<file path="src/rtl/ccff_chain_loader.sv">
// Configuration-chain bitstream writer: serialises host words MSB-first onto ccff_head.
// Define CCFF_CHAIN_LOADER_READBACK_EN to build the ccff_tail readback capture path.
module ccff_chain_loader #(
    parameter int WORD_W = 32,
    parameter int CNT_W  = 20
) (
    input  logic              prog_clk,
    input  logic              prog_reset_n,
    input  logic              start,
    input  logic              abort,
    input  logic [CNT_W-1:0]  chain_len,
    input  logic [WORD_W-1:0] word_data,
    input  logic              word_valid,
    output logic              word_ready,
    output logic              ccff_head,
    output logic              cfg_shift_en,
    input  logic              ccff_tail,
    output logic              busy,
    output logic              done,
    output logic [WORD_W-1:0] rb_data,
    output logic              rb_valid
);

    localparam int WB_W = $clog2(WORD_W + 1);

    typedef enum logic [1:0] {
        S_IDLE,
        S_FETCH,
        S_SHIFT,
        S_DONE
    } state_t;

    state_t            state_reg, state_next;
    logic [WORD_W-1:0] shreg_reg, shreg_next;
    logic [CNT_W-1:0]  bit_cnt_reg, bit_cnt_next;
    logic [WB_W-1:0]   wbits_reg, wbits_next;
    logic              zero_done_reg, zero_done_next;

    always_ff @(posedge prog_clk or negedge prog_reset_n) begin
        if (!prog_reset_n) begin
            state_reg     <= S_IDLE;
            shreg_reg     <= '0;
            bit_cnt_reg   <= '0;
            wbits_reg     <= '0;
            zero_done_reg <= 1'b0;
        end else begin
            state_reg     <= state_next;
            shreg_reg     <= shreg_next;
            bit_cnt_reg   <= bit_cnt_next;
            wbits_reg     <= wbits_next;
            zero_done_reg <= zero_done_next;
        end
    end

    always_comb begin
        state_next     = state_reg;
        shreg_next     = shreg_reg;
        bit_cnt_next   = bit_cnt_reg;
        wbits_next     = wbits_reg;
        zero_done_next = 1'b0;
        word_ready     = 1'b0;
        cfg_shift_en   = 1'b0;
        case (state_reg)
            S_IDLE: begin
                if (start) begin
                    if (chain_len != '0) begin
                        bit_cnt_next = chain_len;
                        state_next   = S_FETCH;
                    end else begin
                        zero_done_next = 1'b1;
                    end
                end
            end
            S_FETCH: begin
                word_ready = 1'b1;
                if (word_valid) begin
                    shreg_next = word_data;
                    wbits_next = WB_W'(WORD_W);
                    state_next = S_SHIFT;
                end
            end
            S_SHIFT: begin
                cfg_shift_en = 1'b1;
                shreg_next   = shreg_reg << 1;
                bit_cnt_next = bit_cnt_reg - 1'b1;
                wbits_next   = wbits_reg - 1'b1;
                // Chain end takes priority: unused tail bits of the last word are dropped.
                if (bit_cnt_reg == CNT_W'(1)) begin
                    state_next = S_DONE;
                end else if (wbits_reg == WB_W'(1)) begin
                    state_next = S_FETCH;
                end
            end
            S_DONE: begin
                state_next = S_IDLE;
            end
            default: begin
                state_next = S_IDLE;
            end
        endcase
        if (abort) begin
            state_next     = S_IDLE;
            zero_done_next = 1'b0;
        end
    end

    assign ccff_head = cfg_shift_en & shreg_reg[WORD_W-1];
    assign busy      = (state_reg != S_IDLE);
    assign done      = (state_reg == S_DONE) | zero_done_reg;

`ifdef CCFF_CHAIN_LOADER_READBACK_EN
    localparam int RC_W = $clog2(WORD_W + 1);

    logic [WORD_W-1:0] rbreg_reg;
    logic [WORD_W-1:0] rb_data_reg;
    logic [RC_W-1:0]   rbcnt_reg;
    logic              rb_valid_reg;
    logic [WORD_W-1:0] rb_shift;
    logic [WORD_W-1:0] rb_mask;

    assign rb_shift = {rbreg_reg[WORD_W-2:0], ccff_tail};
    // Keeps only the rbcnt freshest bits so a partial word leaves zeros above.
    assign rb_mask  = ~({WORD_W{1'b1}} << rbcnt_reg);

    always_ff @(posedge prog_clk or negedge prog_reset_n) begin
        if (!prog_reset_n) begin
            rbreg_reg    <= '0;
            rb_data_reg  <= '0;
            rbcnt_reg    <= '0;
            rb_valid_reg <= 1'b0;
        end else begin
            rb_valid_reg <= 1'b0;
            if (abort || (state_reg == S_IDLE && start)) begin
                rbreg_reg <= '0;
                rbcnt_reg <= '0;
            end else if (cfg_shift_en) begin
                rbreg_reg <= rb_shift;
                if (rbcnt_reg == RC_W'(WORD_W - 1)) begin
                    rb_data_reg  <= rb_shift;
                    rb_valid_reg <= 1'b1;
                    rbcnt_reg    <= '0;
                end else begin
                    rbcnt_reg <= rbcnt_reg + 1'b1;
                end
            end else if (state_reg == S_DONE && rbcnt_reg != '0) begin
                rb_data_reg  <= rbreg_reg & rb_mask;
                rb_valid_reg <= 1'b1;
                rbcnt_reg    <= '0;
                rbreg_reg    <= '0;
            end
        end
    end

    assign rb_data  = rb_data_reg;
    assign rb_valid = rb_valid_reg;
`else
    logic unused_tail;
    assign unused_tail = ccff_tail;
    assign rb_data     = '0;
    assign rb_valid    = 1'b0;
`endif

endmodule

</file>
<file path="config.mk">
export PLATFORM = sky130hd
export DESIGN_NAME = ccff_chain_loader
export DESIGN_NICKNAME = d
export VERILOG_FILES = /design/src/rtl/ccff_chain_loader.sv
export SDC_FILE = /design/constraint.sdc
export NUM_CORES = 1
export LEC_CHECK = 0
export ABC_CLOCK_PERIOD_IN_PS = 5500
export CAP_MARGIN = 10
export CORE_MARGIN = 2
export CORE_UTILIZATION = 38
export CTS_CLUSTER_DIAMETER = 30
export DETAILED_ROUTE_END_ITERATION = 10
export GPL_TIMING_DRIVEN = 0
export HOLD_SLACK_MARGIN = 0.06
export PLACE_DENSITY = 0.71
export SYNTH_ARGS = -nofsm -noshare
export SYNTH_HDL_FRONTEND = slang
export SYNTH_SLANG_ARGS = --single-unit
</file>
<file path="constraint.sdc">
create_clock -name prog_clk -period 5.5 [get_ports prog_clk]
set_input_delay 0.55 -clock prog_clk [delete_from_list [all_inputs] [get_ports prog_clk]]
set_output_delay 0.55 -clock prog_clk [all_outputs]
set_load 0.02 [all_outputs]
</file>
# [Word level (Yosys, flattened, before mapping)]
# Cells that the tools add are included.
[word_totals] input_bits=58 output_inout_bits=38 reg_bits=61
[classes] bitwise=2 reduce_logical=8 addsub=2 eq_ne=12 muxes=20
[op_table] op="$pmux W32 S2" n=1
[op_table] op="$mux W20" n=2
[op_table] op="$pmux W20 S2" n=1
[op_table] op="$mux W32" n=1
[op_table] op="$eq A20 B1 Y1 const B" n=1
[op_table] op="$reduce_bool A20 Y1" n=1
[op_table] op="$sub A20 B1 Y20 const B" n=1
[op_table] op="$mux W2" n=6
[op_table] op="$pmux W6 S2" n=1
[op_table] op="$ne A3 B3 Y1 const B" n=3
[op_table] op="$pmux W2 S4" n=1
[op_table] op="$eq A6 B1 Y1 const B" n=1
[op_table] op="$mux W1" n=6
[op_table] op="$mux W6" n=1
[op_table] op="$ne A2 B2 Y1 const B" n=3
[op_table] op="$reduce_bool A2 Y1" n=3
[op_table] op="$sub A6 B1 Y6 const B" n=1
[op_table] op="$eq A2 B2 Y1 const B" n=2
[op_table] op="$ne A4 B4 Y1 const B" n=1
[op_table] op="$reduce_and A4 Y1" n=1
[op_table] op="$reduce_and A3 Y1" n=1
[op_table] op="$eq A2 B1 Y1 const B" n=1
[op_table] op="$logic_not A2 Y1" n=1
[op_table] op="$reduce_and A2 Y1" n=1
[op_table] op="other kinds (2)" n=2

# [Logic depth before layout (Yosys ltp)]
[logic_depth] word_depth=5 ltp_mapped=7 mapped_depth_nobuf=7

# [Worst setup path before layout]
# Ideal clock, no wire load.
[synth_path] kind="reg2out" start="register state_reg[0]" end="output port done" n_path_buf=3 stages_incl_launch_ff=5 t_required_ps=4950 setup_slack_ps=3336 arrival_time_ps=1614 path_cell_list="dfrtp_1 > clkbuf_1 > buf_1 > clkbuf_1 > a21o_1"
[synth_between] elab_chain_len=2
[synth_rtl] item="start, declared" line_no="33" source="state_t state_reg, state_next;"
[synth_rtl] item="start signal, assigned" line_no="47" source="state_reg <= state_next;"
[synth_rtl] item="$eq A2 B2 Y1" line_no="109" source="assign done = (state_reg == S_DONE) | zero_done_reg;"
[synth_rtl] item="$or A1 B1 Y1" line_no="109"
[synth_rtl] item="end, declared" line_no="19" source="output logic done,"
# Every way passes these cells.

# [Final worst setup path]
# Ends and elaborated chain as after synthesis.

==> impl_results.md <==
- Status: complete, no violations
- DP Worst Slack: 2.329 ns
- Post-CTS setup buffer count: 0
- Routed via count: 3491
- Switching Power: 0.0006226 W
- # diodes: 0
- Met2 GRT Util: 31.22%
- Final setup viols: 0
- Vias in the first global route: 3360
- F_max: 280.7 MHz
- Slew @ Worst Pin: 1.011 ns
- Setup crit start kind: flip-flop
- Post-DP HPWL: 7.291 mm
- Area of the multi-input gates: 2064 um^2
- Critical path's slowest cell: clkdlybuf4s50_1
- Filler cells: 952
- Initial antenna violation count: 0
- Synthesized flop and latch total: 61
- Worst-path cell chain: clkbuf_1 -> buf_1 -> clkbuf_1 -> a21o_1 -> clkdlybuf4s50_1
- Async SR Flop Fraction: 100.0%
- Total core area: 9819 um^2
- Post-synth EDFFs: 0
- Global placement routability congestion: 0.8731
- Largest stage delay on the critical path: 0.60 ns
- Post-Syn Instances: 424
- Buf/Inv on CP: 4
- Sequential fraction of the synthesis area: 39.43%
- Worst Path Max Fanout: 10
- Pint: 0.001184 W
- Crit Reg-Reg Startpoint: state_reg[0]
- CP endpoint kind: output port
- Antenna viol nets, final: 0
- Met3 usage: 3.743%
- Clk pwr share: 25.7%
- First-pass GRT wire length: 16.59 mm
- Placed Area: 4773 um^2
- Synth area leader: dfrtp_1
- Pre-antenna DRT Iters: 5
- Initial core utilization: 39.42%
- Total GRT Usage: 18.61%
- Final instance area: 4997 um^2
- Final hold viol count: 0
- Final clock skew: 0.01526 ns
- Leading cell type in the layout, fill and taps excluded: dfrtp_1
- Switching Fraction: 34.46%
- Grt ovf: 0
- Synth area leaders: dfrtp_1, mux2i_1, buf_4, a211oi_1, a21oi_1
- Drt total wl: 9.966 mm
- Num ports: 96
- DIE AREA: 11010 um^2
- Crit path kind: flip-flop to output port
- Met1 Resource Use GR: 23.92%
- Via/cell ratio: 5.250
- Ys Warns: 0
- Setup TNS: 0 ns
- RSZ-0062 raised after global routing: false
- Commonest cells after routing, fill and taps aside: dfrtp_1, clkdlybuf4s50_1, a21oi_1
- Largest net degree at the start of global routing: 40
- Grt peak-use layer: met2
- Area growth from synthesis to layout: 29.09%
- Synth top area share: 39.43%
- Die width: 104.9 um
- CP Launch Point: state_reg[0]
- Row cnt: 36
- Worst EP arrival: 3.01 ns
- CTS tree: done
- Die height: 104.9 um
- Combinational Power Share: 31.4%
- Worst-path clk slew: 0.07 ns
- Share of cells above drive strength 1: 12.97%
- Hold Path Class: input pin to async pin
- Max-cap violations: 0
- Most common flop cell mapped by yosys: dfrtp_1
- Maximum VDD drop: 149.4 uV
- Yosys cell types: 51
- Slew margin rel.: 32.16%
- Min cycle time layout: 3.562 ns
- Avg Cell Area, Syn: 9.130 um^2
- Synthesized cell area: 3871 um^2
- PwrDens: 361.5 nW/um^2
- DR WL/cell: 14.99 um
- Num Clock Sinks: 61
- Initial DRC Count: 209
- Cell leakage power: 2.203 nW
- Final period utilization: 64.77%
- CTS max path bufs: 2
- Final #Nets: 590
- Skew-Pair Late Insertion Delay: 0.36 ns
- Max FFs per register: 32
- Final worst slack: 1.938 ns
- H-tree depth: 3
- Top delay family on crit path: buffers and inverters
- Worst path required time: 4.95 ns
- Hold buffer count at CTS: 0
- Cts repair resizes: 0
- Most used cell, CP: clkbuf_1
- Root buffer cell: clkbuf_8
- CTS Buf Count: 9
- Sequential Area: 1526 um^2
- Drc violations: 0
- Port Buf Inserts: 60
- Pins over their slew limit: 0
- Flop pwr share: 42.9%
-- power by group through the flow --
stage                     registers, W  logic, W  clock network [W]
after floorplan               0.000734  0.000430                  0
after global placement        0.000766  0.000542                  0
after detailed placement      0.000779  0.000564                  0
after CTS                     0.000771  0.000567           0.000466
after global routing          0.000803  0.000631           0.000490
final                         0.000776  0.000566           0.000464
-- cell usage after synthesis (all sizes together) (2+ instances only) --
master / n
nor4: 14
or4: 6
clkbuf: 20
or2: 3
a221oi: 3
o22ai: 7
nor3: 13
mux2i: 33
a31oi: 3
buf: 40
and3: 27
nand3: 9
a211oi: 31
nor2b: 2
ha: 4
dfrtp: 61
nor2: 26
mux2: 10
a21oi: 35
inv: 9
o21ai: 20
a311oi: 2
o211ai: 2
nand2: 22
nand2b: 4
-- metal layers --
layer / wire length, um / up-vias
met5: 0 / -
met4: 150 / 0
met3: 539 / 11
met2: 4827 / 103
met1: 4449 / 1654
li1: - / 1723
-- worst reg2reg max path, stage by stage, from the launching register on --
cell,delay (ns)
dfrtp_1,0.36
clkbuf_1,0.43
buf_1,0.46
clkbuf_1,0.57
mux2i_1,0.26
a21oi_1,0.08
-- layout make-up --
type,instances,share of cell area (%)
Tap cell,133,3.330
Sequential cell,61,30.55
Clock inverter,3,1.377
Clock buffer,12,3.105
Buffer,60,7.336
Multi-Input combinational cell,326,41.31
Timing Repair Buffer,61,12.32
Inverter,9,0.6760
-- through the flow --
step	hold slack [ns]	instances	total power [W]	util [%]
after floorplan	0.2544	456	0.001164	-
after CTS	0.1957	665	0.001805	50.89
after global routing	0.2136	665	0.001924	50.89
final	0.1775	665	0.001806	50.89
after detailed placement	0.4741	650	0.001343	48.61
after global placement	0.4613	649	0.001308	48.46
-- worst paths after layout --
check | slack, ns | endpoint | cells after the start
max | 1.94 | done | 5
min | 0.18 | shreg_reg[25] | 1
max reg2reg | 3.21 | shreg_reg[12] | 5
min reg2reg | 0.48 | bit_cnt_reg[18] | 1
max in group asynchronous | 4.71 | bit_cnt_reg[15] | 2
min in group prog_clk | 0.48 | bit_cnt_reg[18] | 1
-- cell families (layout without fill, tap and decap cells) --
family / after synthesis / after routing / synth area share, %
mux: 43 / 43 / 11.44
xor+xnor: 1 / 1 / 0.2263
buf+inv: 69 / 145 / 10.34
compound gates: 113 / 113 / 18.52
fa+ha+maj: 4 / 4 / 1.293
flops: 61 / 61 / 39.43
simple gates: 132 / 132 / 18.65
other cells: 1 / 33 / 0.09687
(Power assumes the default switching activity.)
